**src/rtl/rr_arbiter8_if.sv**
```systemverilog
// Request/grant bundle between the requesting masters and rr_arbiter8.
// The arbiter takes the slave modport; the requester side takes the master modport.
interface rr_arbiter8_if;
    logic [7:0] req;
    logic [7:0] gnt;
    logic [2:0] sel;
    logic       busy;
    logic       timeout;

    modport master (
        output req,
        input  gnt,
        input  sel,
        input  busy,
        input  timeout
    );

    modport slave (
        input  req,
        output gnt,
        output sel,
        output busy,
        output timeout
    );
endinterface

```
**src/rtl/rr_arbiter8.sv**
```systemverilog
// Eight-way round-robin arbiter with optional hold timeout and lockout of
// timed-out requesters; sel drives the shared 3-to-8 decoded-select datapath.
module rr_arbiter8 #(
    parameter int unsigned MAX_HOLD = 16
) (
    input logic           clk,
    input logic           rst_n,
    rr_arbiter8_if.slave  bus
);

    typedef enum logic {
        IDLE,
        BUSY
    } state_t;

    localparam bit         TO_EN     = (MAX_HOLD != 0);
    localparam logic [7:0] HOLD_LAST = (MAX_HOLD == 0) ? 8'd0 : 8'(MAX_HOLD - 1);

    state_t     state_q, state_d;
    logic [2:0] ptr_q, ptr_d;
    logic [7:0] hold_cnt_q, hold_cnt_d;
    logic [7:0] lock_q, lock_d;
    logic [7:0] gnt_q, gnt_d;
    logic [2:0] sel_q, sel_d;
    logic       busy_q, busy_d;
    logic       timeout_q, timeout_d;

    logic [7:0] elig;
    logic [2:0] idx;
    logic [2:0] win;
    logic       found;

    // Rotating priority search starting at ptr_q.
    always_comb begin
        elig  = bus.req & ~lock_q;
        idx   = '0;
        win   = '0;
        found = 1'b0;
        for (int unsigned i = 0; i < 8; i++) begin
            idx = ptr_q + 3'(i);
            if (!found && elig[idx]) begin
                found = 1'b1;
                win   = idx;
            end
        end
    end

    always_comb begin
        state_d    = state_q;
        ptr_d      = ptr_q;
        hold_cnt_d = hold_cnt_q;
        // A requester leaves lockout on any cycle its request is low.
        lock_d     = lock_q & bus.req;
        gnt_d      = gnt_q;
        sel_d      = sel_q;
        busy_d     = busy_q;
        timeout_d  = 1'b0;

        unique case (state_q)
            IDLE: begin
                if (found) begin
                    state_d    = BUSY;
                    sel_d      = win;
                    gnt_d      = 8'b1 << win;
                    busy_d     = 1'b1;
                    hold_cnt_d = '0;
                end
            end
            BUSY: begin
                if (!bus.req[sel_q]) begin
                    state_d = IDLE;
                    gnt_d   = '0;
                    busy_d  = 1'b0;
                    ptr_d   = sel_q + 3'd1;
                end else if (TO_EN && hold_cnt_q == HOLD_LAST) begin
                    state_d        = IDLE;
                    gnt_d          = '0;
                    busy_d         = 1'b0;
                    timeout_d      = 1'b1;
                    lock_d[sel_q]  = 1'b1;
                    ptr_d          = sel_q + 3'd1;
                end else if (hold_cnt_q != 8'hFF) begin
                    hold_cnt_d = hold_cnt_q + 8'd1;
                end
            end
            default: state_d = IDLE;
        endcase
    end

    always_ff @(posedge clk or negedge rst_n) begin
        if (!rst_n) begin
            state_q    <= IDLE;
            ptr_q      <= '0;
            hold_cnt_q <= '0;
            lock_q     <= '0;
            gnt_q      <= '0;
            sel_q      <= '0;
            busy_q     <= 1'b0;
            timeout_q  <= 1'b0;
        end else begin
            state_q    <= state_d;
            ptr_q      <= ptr_d;
            hold_cnt_q <= hold_cnt_d;
            lock_q     <= lock_d;
            gnt_q      <= gnt_d;
            sel_q      <= sel_d;
            busy_q     <= busy_d;
            timeout_q  <= timeout_d;
        end
    end

    assign bus.gnt     = gnt_q;
    assign bus.sel     = sel_q;
    assign bus.busy    = busy_q;
    assign bus.timeout = timeout_q;

endmodule
```
**src/flat_wrapper.sv**
```systemverilog
// flat-port wrapper written by rule: the top's interface ports become plain ports
module rr_arbiter8_flat 
#(
    parameter int unsigned MAX_HOLD = 16
)
  (clk, rst_n, bus_req, bus_gnt, bus_sel, bus_busy, bus_timeout);
  rr_arbiter8_if bus_i ();
  input logic clk;
  input logic rst_n;
  input wire logic [$bits(bus_i.req)-1:0] bus_req;
  output wire logic [$bits(bus_i.gnt)-1:0] bus_gnt;
  output wire logic [$bits(bus_i.sel)-1:0] bus_sel;
  output wire logic [$bits(bus_i.busy)-1:0] bus_busy;
  output wire logic [$bits(bus_i.timeout)-1:0] bus_timeout;
  assign bus_i.req = bus_req;
  assign bus_gnt = bus_i.gnt;
  assign bus_sel = bus_i.sel;
  assign bus_busy = bus_i.busy;
  assign bus_timeout = bus_i.timeout;
  rr_arbiter8 #(.MAX_HOLD(MAX_HOLD)) u_core (.clk(clk), .rst_n(rst_n), .bus(bus_i));
endmodule
```
**config.mk**
```make
export PLATFORM = sky130hd
export DESIGN_NAME = rr_arbiter8_flat
export DESIGN_NICKNAME = d
export VERILOG_FILES = /design/src/rtl/rr_arbiter8_if.sv /design/src/rtl/rr_arbiter8.sv /design/src/flat_wrapper.sv
export SDC_FILE = /design/constraint.sdc
export NUM_CORES = 1
export LEC_CHECK = 0
export CAP_MARGIN = 0
export CORE_ASPECT_RATIO = 0.9
export CORE_MARGIN = 2
export CORE_UTILIZATION = 50
export DETAILED_ROUTE_END_ITERATION = 10
export PLACE_DENSITY = 0.71
export SYNTH_ARGS = -nofsm -noshare
export SYNTH_HDL_FRONTEND = slang
export SYNTH_SLANG_ARGS = --single-unit
```
**constraint.sdc**
```tcl
create_clock -name clk -period 3.3 [get_ports clk]
set_input_delay 0.33 -clock clk [delete_from_list [all_inputs] [get_ports clk]]
set_output_delay 0.33 -clock clk [all_outputs]
set_load 0.03 [all_outputs]
```
==> flow_metrics.py, run 1 <==
metrics = {
    "grt": {
        "overflow": 0,
        "grt_antenna_before_repair": 0,
        "grt_max_degree": 34,
        "grt_pass1_vias": 2132,
        "grt_pass1_wl_um": 10800,
        "grtUsageTotal": 0.239,
    },
    "timing": {
        "final.setup.tns_ns": 0,
        "min_period_ns": 3.05,
        "slew_viol_final": 0,
        "finalHoldViolations": 0,
        "fin_skew_ns": 0.00758,
        "post-route-period-util": 0.923,
        "fmax_mhz": 328,
        "setup_viol": 0,
        "holdWs_ns": 0.431,
        "worst_pin_slew_ns": 0.614,
        "relSlewSlack": 0.588,
        "rsz0062_at_grt": "false",
    },
    "cells_and_area": {
        "utilization": 0.604,
        "nFillCells": 450,
        "layout_common_cells": "32 x dfrtp_1, 24 x nor2_1, 22 x clkdlybuf4s50_1, 18 x buf_4, 17 x nand2_1",
        "final_common_cell": "dfrtp_1",
        "drive_gt1_frac": 0.230,
        "seqCellArea_um2": 827,
        "syn2layout_area_growth_pct": 17.9,
        "instances_no_fill": 363,
        "diodes": 0,
        "multi_input_area_um2": 1750,
        "finalNetCount": 309,
    },
    "power_and_ir_drop": {
        "vdd_drop_max_mv": 0.728,
        "p_leak_nw": 1.30,
        "finalPower_w": 0.00355,
        "p_per_area_nw_per_um2": 1130,
    },
    "clock_network": {
        "tritoncts": "done",
        "root_buffer": "clkbuf_8",
        "numCtsBuffers": 5,
        "clockBufferDepth": 2,
        "hold_buffers": 0,
        "clkSlewWorstSetupHoldPaths_ns": 0.08,
        "clkLatencyLatePin_ns": 0.29,
        "htree_levels": 2,
        "cts.sinks": 33,
    },
    "setup_path": {
        "reg2reg_to": "u_core.bus.gnt[1]",
        "endpoint_kind": "flop",
        "slowest_stage": "mux4_2",
        "r2r_start": "u_core.ptr_q[1]",
        "worst-path-max-fanout": 10,
        "r2r_slack_ns": 0.25,
        "cp-startpoint": "u_core.ptr_q[1]",
        "crit_arrival_ns": 3.23,
        "critical_path_required_ns": 3.49,
        "critPathKind": "flop to flop",
        "cp-endpoint": "u_core.bus.gnt[1]",
        "worstRegToRegCells": 9,
        "crit_path_start_kind": "flop",
        "path_cells": "clkinv_1 -> ha_1 -> xnor2_1 -> mux4_2 -> nand2_2 -> nor3_1 -> o32ai_1 -> and2b_1 -> a32o_1",
        "cp_slowest_stage_delay_ns": 0.58,
    },
    "floorplan": {
        "core_um2": 5190,
        "start_util": 0.513,
        "die_w_um": 80.9,
        "ios": 23,
        "die-area_um2": 5930,
        "die_y_um": 73.2,
        "num_rows": 25,
    },
    "synthesis": {
        "synth-async-reset-ratio": 1.00,
        "avgSynthCellArea_um2": 10.4,
        "syn_inst": 257,
        "synth_largest_area_cell": "dfrtp_1",
        "yosys_most_used_dff": "dfrtp_1",
        "synth_area_leaders": "dfrtp_1 31%, mux4_2 13%, a32o_1 4.5%",
        "synth-seq-cells": 33,
        "synth_warnings": 0,
        "ys_seq_area_frac": 0.310,
        "syn_area_um2": 2660,
        "netlist-cell-type-count": 63,
        "synth_edf_count": 0,
        "synth_top_area_frac": 0.310,
        "syn-num-nets": 271,
    },
    "placement": {
        "placed_cells": 353,
        "gp_congestion": 0.908,
        "portBuffers": 22,
        "dp_hpwl_um": 4960,
    },
    "outcome": {
        "status": "finished, final reports clean",
    },
    "route": {
        "ant_nets": 0,
        "wl_per_cell_um": 18.2,
        "vias": 2305,
        "drc": 0,
        "first_iter_violations": 183,
        "vias_per_cell": 6.35,
        "wl_um": 6620,
        "first_pass_iters": 5,
    },
    "hold_path": {
        "hold_class": "input pin to async pin",
    },
    "run": {
        "drv_cap": 0,
    },
}
[power by group]
part	total [W]	switching, W	internal [W]	leakage [nW]
combinational	0.00260	0.00142	0.00118	0.816
clock	0.000304	0.000158	0.000145	0.0439
sequential	0.000647	0.000148	0.000499	0.435
total	0.00355	0.00172	0.00183	1.30
[logic make-up after synthesis]
family / count (synthesis) / synth area share
flip-flops: 33 / 0.310
buffers and inverters: 18 / 0.0348
AND/OR/NAND/NOR: 93 / 0.189
XOR/XNOR: 10 / 0.0329
adder cells (fa/ha/maj): 4 / 0.0188
multiplexers: 34 / 0.208
AO/OA/AOI/OAI: 65 / 0.206
[Yosys cell counts (all sizes together) (3+ instances only)]
master,instances
nand3,3
mux4,16
dfrtp,33
o21ai,9
mux2i,11
and2,3
or2,4
nand2b,10
o22ai,3
nor2b,4
mux2,7
nand2,18
and3,4
o31ai,6
a21oi,8
buf,5
xnor2,8
nor4,3
inv,8
ha,4
clkbuf,4
nor2,24
nor3b,4
nor3,8
o211ai,3
a32o,12
[through the flow]
step | area, µm² | worst slack, ns
2_1_floorplan | 2660 | 0.367
3_3_place_gp | 3030 | 0.0882
3_5_place_dp | 3030 | 0.0693
4_1_cts | 3110 | 0.204
5_1_grt | 3140 | 0.0712
6_report | 3140 | 0.253
[worst min-delay path by stage]
stage | end | slack [ns]
global route | u_core.bus.gnt[5] | 0.47
CTS | u_core.bus.gnt[3] | 0.44
detailed placement | u_core.lock_q[0] | 0.48
finish | u_core.bus.gnt[7] | 0.43
global placement | u_core.lock_q[1] | 0.46
floorplan | u_core.bus.busy | 0.03
[registers in the layout, indices dropped and copies added, names as in the netlist]
register,cells
u_core.ptr_q,3
u_core.lock_q,8
u_core.state_q,1
u_core.bus.sel,3
u_core.bus.timeout,1
u_core.bus.busy,1
u_core.bus.gnt,8
u_core.hold_cnt_q,8
[per-layer routing]
metal | vias up | GRT usage | share of wire
li1 | 1071 | - | -
met1 | 1141 | 0.361 | 0.47
met2 | 79 | 0.354 | 0.46
met3 | 14 | 0.0347 | 0.047
met4 | 0 | 0.0772 | 0.017
met5 | - | 0 | 0
[final cells by class]
class,instances,area share
Clock inverter,3,0.00558
Inverter,9,0.0108
Sequential cell,33,0.264
Clock buffer,5,0.0219
Tap cell,67,0.0267
Timing Repair Buffer,40,0.113
Multi-Input combinational cell,206,0.558
[critical path: cells and delay by family, from the launching register on]
kind / cells / cell delay, ns
compound gates: 2 / 0.61
buf+inv: 1 / 0.14
xor+xnor: 1 / 0.31
flops: 1 / 0.47
simple gates: 3 / 0.58
mux: 1 / 0.58
fa+ha+maj: 1 / 0.27
[timing repair]
action,4_1_cts,5_1_grt
buffers inserted,0,2
setup endpoints to repair,0,8
resized for setup,0,2
endpoints found under the hold margin,0,0
Note: power is estimated with default switching activity, not from simulation.
==> run 2, diff against run 1 <==
--- a/config.mk
+++ b/config.mk
@@ -7,10 +7,10 @@
 export LEC_CHECK = 0
 export CAP_MARGIN = 0
 export CORE_ASPECT_RATIO = 0.9
-export CORE_MARGIN = 2
 export CORE_UTILIZATION = 50
 export DETAILED_ROUTE_END_ITERATION = 10
 export PLACE_DENSITY = 0.71
+export REMOVE_ABC_BUFFERS = 1
 export SYNTH_ARGS = -nofsm -noshare
 export SYNTH_HDL_FRONTEND = slang
 export SYNTH_SLANG_ARGS = --single-unit
==> flow_metrics.py, run 2 (synthesis results as in run 1) <==
metrics = {
    "outcome": {
        "status": "finished, final reports clean",
    },
    "setup_path": {
        "crit_arrival_ns": 3.27,
        "worst-path-max-fanout": 7,
        "critPathKind": "flop to flop",
        "critical_path_required_ns": 3.50,
        "endpoint_kind": "flop",
        "crit_path_start_kind": "flop",
        "worstRegToRegCells": 10,
    },
    "cells_and_area": {
        "layout_common_cells": "33 x dfrtp_1, 24 x nor2_1, 22 x clkdlybuf4s50_1, 22 x buf_4, 17 x nand2_1",
        "finalNetCount": 313,
        "nFillCells": 437,
        "drive_gt1_frac": 0.230,
        "utilization": 0.639,
        "fin_area_um2": 3190,
        "syn2layout_area_growth_pct": 19.7,
        "diodes": 0,
        "final_common_cell": "dfrtp_1",
    },
    "placement": {
        "gp_congestion": 0.921,
        "dp_hpwl_um": 5160,
        "placed_cell_area_um2": 3070,
        "portBuffers": 22,
    },
    "floorplan": {
        "die_y_um": 71.2,
        "ios": 23,
        "num_rows": 24,
        "start_util": 0.534,
        "core_um2": 4980,
        "die-area_um2": 5620,
        "die_w_um": 78.9,
    },
    "timing": {
        "min_period_ns": 3.07,
        "post-route-period-util": 0.931,
        "worst_pin_slew_ns": 0.589,
        "finalHoldViolations": 0,
        "relSlewSlack": 0.604,
        "rsz0062_at_grt": "false",
        "fmax_mhz": 325,
        "slew_viol_final": 0,
        "fin_skew_ns": 0.00590,
        "setup_viol": 0,
        "holdWs_ns": 0.428,
    },
    "clock_network": {
        "cts_resized": 0,
        "clkLatencyLatePin_ns": 0.29,
        "cts.sinks": 33,
        "tritoncts": "done",
        "numCtsBuffers": 5,
        "clockBufferDepth": 2,
        "htree_levels": 2,
        "postCtsSetupBuffers": 0,
        "root_buffer": "clkbuf_8",
        "hold_buffers": 0,
        "clkSlewWorstSetupHoldPaths_ns": 0.07,
    },
    "grt": {
        "grt_antenna_before_repair": 0,
        "grtUsageTotal": 0.265,
        "grt_pass1_vias": 2157,
        "overflow": 0,
        "grt_pass1_wl_um": 11300,
        "grt_max_degree": 34,
    },
    "route": {
        "wl_um": 6840,
        "vias": 2381,
        "ant_nets": 0,
        "wl_per_cell_um": 18.7,
        "first_iter_violations": 246,
        "vias_per_cell": 6.52,
        "first_pass_iters": 5,
        "drc": 0,
    },
    "power_and_ir_drop": {
        "p_per_area_nw_per_um2": 1180,
        "p_leak_nw": 1.33,
        "vdd_drop_max_mv": 0.553,
    },
    "hold_path": {
        "hold_class": "input pin to async pin",
    },
    "run": {
        "drv_cap": 0,
    },
}
run 2: cell types whose count changed in the layout (fill, tap and decap cells not counted), sizes merged:
cell	change
buf	+4
bufinv	+1
clkbuf	+2
clkinv	-2
clkinvlp	-1
run 2: stage by stage:
stage	worst slack (ns)	power, W	std cells	setup TNS (ns)
2_1_floorplan	-0.0679	0.00245	248	-0.543
4_1_cts	0.250	0.00372	365	0
3_5_place_dp	0.169	0.00330	357	0
3_3_place_gp	0.213	0.00329	357	0
5_1_grt	0.0410	0.00397	365	0
6_report	0.228	0.00375	365	0
run 2: area by class of cell:
cell class / instances / area (µm²) / area share
multi-input combinational: 206 / 1740 / 0.547
sequential: 33 / 826 / 0.259
timing repair buffer: 44 / 385 / 0.121
clock buffer: 7 / 86.3 / 0.0271
tap: 65 / 81.3 / 0.0255
inverter: 9 / 33.8 / 0.0106
clock inverter: 1 / 30.0 / 0.00942
run 2: worst paths after layout:
kind	to	startpoint	slack (ns)
max	u_core.hold_cnt_q[2]	u_core.ptr_q[1]	0.23
min reg2reg	u_core.lock_q[1]	u_core.lock_q[1]	0.49
min in group clk	u_core.lock_q[1]	u_core.lock_q[1]	0.49
max in group asynchronous	u_core.lock_q[4]	rst_n	2.56
max reg2reg	u_core.hold_cnt_q[2]	u_core.ptr_q[1]	0.23
min	u_core.bus.gnt[3]	rst_n	0.43
run 2: report_power, final:
| part | internal [W] | leakage, nW | switching, W |
|---|---|---|---|
| registers | 0.000498 | 0.436 | 0.000140 |
| clock network | 0.000246 | 0.0585 | 0.000153 |
| logic | 0.00124 | 0.833 | 0.00147 |
| total | 0.00199 | 1.33 | 0.00177 |
run 2: worst max-delay path, stage by stage, from the launching register on:
cell	delay, ns
dfrtp_1	0.52
clkinv_1	0.16
ha_1	0.25
xor2_1	0.37
mux4_2	0.33
mux2i_1	0.15
or2b_1	0.29
o41ai_4	0.49
buf_4	0.23
nor3b_1	0.05
nor3_1	0.15
run 2: per-layer routing:
metal | track usage | share of wire | vias to the layer above | wire length, µm
met5 | 0 | 0 | - | 0
met3 | 0.0586 | 0.068 | 18 | 464
met2 | 0.374 | 0.44 | 111 | 3020
met4 | 0.113 | 0.027 | 0 | 187
li1 | - | - | 1077 | -
met1 | 0.393 | 0.46 | 1175 | 3170
==> run 3, diff against run 2 <==
--- a/config.mk
+++ b/config.mk
@@ -8,7 +8,9 @@
 export CAP_MARGIN = 0
 export CORE_ASPECT_RATIO = 0.9
 export CORE_UTILIZATION = 50
+export CTS_CLUSTER_DIAMETER = 60
 export DETAILED_ROUTE_END_ITERATION = 10
+export GPL_TIMING_DRIVEN = 0
 export PLACE_DENSITY = 0.71
 export REMOVE_ABC_BUFFERS = 1
 export SYNTH_ARGS = -nofsm -noshare
==> flow_metrics.py, run 3 (synthesis results as in run 1) <==
metrics = {
    "outcome": {
        "status": "finished, final reports clean",
    },
    "setup_path": {
        "crit_path_start_kind": "flop",
        "critPathKind": "flop to flop",
        "reg2reg_to": "u_core.bus.gnt[4]",
        "endpoint_kind": "flop",
        "critical_path_required_ns": 3.52,
        "worst-path-max-fanout": 20,
        "cp-startpoint": "u_core.ptr_q[0]",
        "r2r_start": "u_core.ptr_q[0]",
        "crit_arrival_ns": 3.42,
        "r2r_slack_ns": 0.10,
        "worstRegToRegCells": 10,
    },
    "route": {
        "vias_per_cell": 6.38,
        "drc": 0,
        "wl_per_cell_um": 18.4,
        "first_iter_violations": 272,
        "vias": 2252,
        "ant_nets": 0,
        "first_pass_iters": 5,
        "wl_um": 6500,
    },
    "timing": {
        "holdWs_ns": 0.105,
        "setup_viol": 0,
        "relSlewSlack": 0.503,
        "post-route-period-util": 0.968,
        "min_period_ns": 3.20,
        "worst_pin_slew_ns": 0.746,
        "final.setup.tns_ns": 0,
        "finalHoldViolations": 0,
        "rsz0062_at_grt": "false",
        "slew_viol_final": 0,
        "fmax_mhz": 313,
        "fin_ws_ns": 0.104,
        "fin_skew_ns": 0.00631,
    },
    "clock_network": {
        "hold_buffers": 0,
        "clockBufferDepth": 2,
        "clkLatencyLatePin_ns": 0.28,
        "root_buffer": "clkbuf_8",
        "tritoncts": "done",
        "htree_levels": 2,
        "numCtsBuffers": 5,
        "cts.sinks": 33,
        "clkSlewWorstSetupHoldPaths_ns": 0.07,
    },
    "cells_and_area": {
        "instances_no_fill": 353,
        "layout_common_cells": "30 x dfrtp_1, 23 x nor2_1, 21 x clkdlybuf4s50_1, 17 x nand2_1, 15 x mux4_2",
        "seqCellArea_um2": 832,
        "finalNetCount": 301,
        "multi_input_area_um2": 1820,
        "syn2layout_area_growth_pct": 18.5,
        "final_common_cell": "dfrtp_1",
        "diodes": 0,
        "drive_gt1_frac": 0.260,
        "nFillCells": 438,
    },
    "grt": {
        "grt_antenna_before_repair": 0,
        "grt_pass1_wl_um": 10800,
        "grt_pass1_vias": 2156,
        "grtUsageTotal": 0.246,
        "overflow": 0,
        "grt_max_degree": 34,
    },
    "floorplan": {
        "die_y_um": 71.2,
        "num_rows": 24,
        "die-area_um2": 5620,
        "ios": 23,
        "start_util": 0.534,
        "core_um2": 4980,
        "die_w_um": 78.9,
    },
    "placement": {
        "gp_congestion": 0.916,
        "placed_cells": 335,
        "pre_cts_ws_ns": -0.945,
        "dp_hpwl_um": 4610,
        "portBuffers": 22,
    },
    "power_and_ir_drop": {
        "vdd_drop_max_mv": 0.553,
        "p_per_area_nw_per_um2": 1160,
        "p_leak_nw": 1.27,
    },
    "hold_path": {
        "hold_class": "input pin to async pin",
    },
    "run": {
        "drv_cap": 0,
    },
}
-- run 3: cell count changes in the layout (fill, tap and decap cells not counted), sizes merged --
cell | before | now
clkinvlp | 0 | 2
clkdlybuf4s50 | 22 | 21
clkinv | 1 | 3
bufinv | 1 | 0
inv | 8 | 7
buf | 22 | 11
clkbuf | 7 | 5
-- run 3: worst max-delay path by stage --
| stage | endpoint | slack, ns |
|---|---|---|
| after floorplan | u_core.bus.gnt[0] | -0.07 |
| after global placement | u_core.bus.gnt[0] | -0.93 |
| after detailed placement | u_core.bus.gnt[4] | -0.94 |
| after CTS | u_core.bus.gnt[3] | 0.05 |
| after global routing | u_core.bus.gnt[0] | 0.0005 |
| final | u_core.bus.gnt[4] | 0.10 |
-- run 3: timing repair --
action                                  4_1_cts  5_1_grt
gates resized for setup                       9       12
pin swaps                                     2        1
setup buffers                                 5        5
endpoints found under the hold margin         0        0
endpoints found under the setup margin       21       17
-- run 3: stage by stage --
stage | cell area, µm² | total power, W | util
global route | 3160 | 0.00388 | 0.633
detailed placement | 2900 | 0.00302 | 0.582
finish | 3160 | 0.00367 | 0.633
CTS | 3050 | 0.00346 | 0.613
floorplan | 2600 | 0.00245 | -
global placement | 2910 | 0.00300 | 0.583
-- run 3: final cells by class --
| cell class | instances | area share |
|---|---|---|
| Sequential cell | 33 | 0.264 |
| Clock inverter | 3 | 0.00555 |
| Clock buffer | 5 | 0.0218 |
| Inverter | 9 | 0.0131 |
| Tap cell | 65 | 0.0258 |
| Multi-Input combinational cell | 206 | 0.578 |
| Timing Repair Buffer | 32 | 0.0920 |
-- run 3: routing by layer --
| layer | track usage | vias up | routed length, µm |
|---|---|---|---|
| met4 | 0.0566 | 0 | 121 |
| met2 | 0.365 | 94 | 2970 |
| met1 | 0.384 | 1089 | 3110 |
| met3 | 0.0357 | 13 | 295 |
| met5 | 0 | - | 0 |
| li1 | - | 1056 | - |
-- run 3: critical path, stage by stage (launching register included) --
cell and delay (ns):
dfrtp_4 0.60, inv_4 0.15, ha_2 0.48, clkinvlp_4 0.17
buf_4 0.18, mux4_2 0.24, o221ai_2 0.14, nor2_1 0.37
nand2_1 0.14, a31oi_2 0.41, a32o_1 0.23
-- run 3: power breakdown --
part	switching [W]	internal, W	total (W)
Sequential	0.000221	0.000503	0.000724
Clock	0.000153	0.000146	0.000298
Combinational	0.00144	0.00121	0.00265
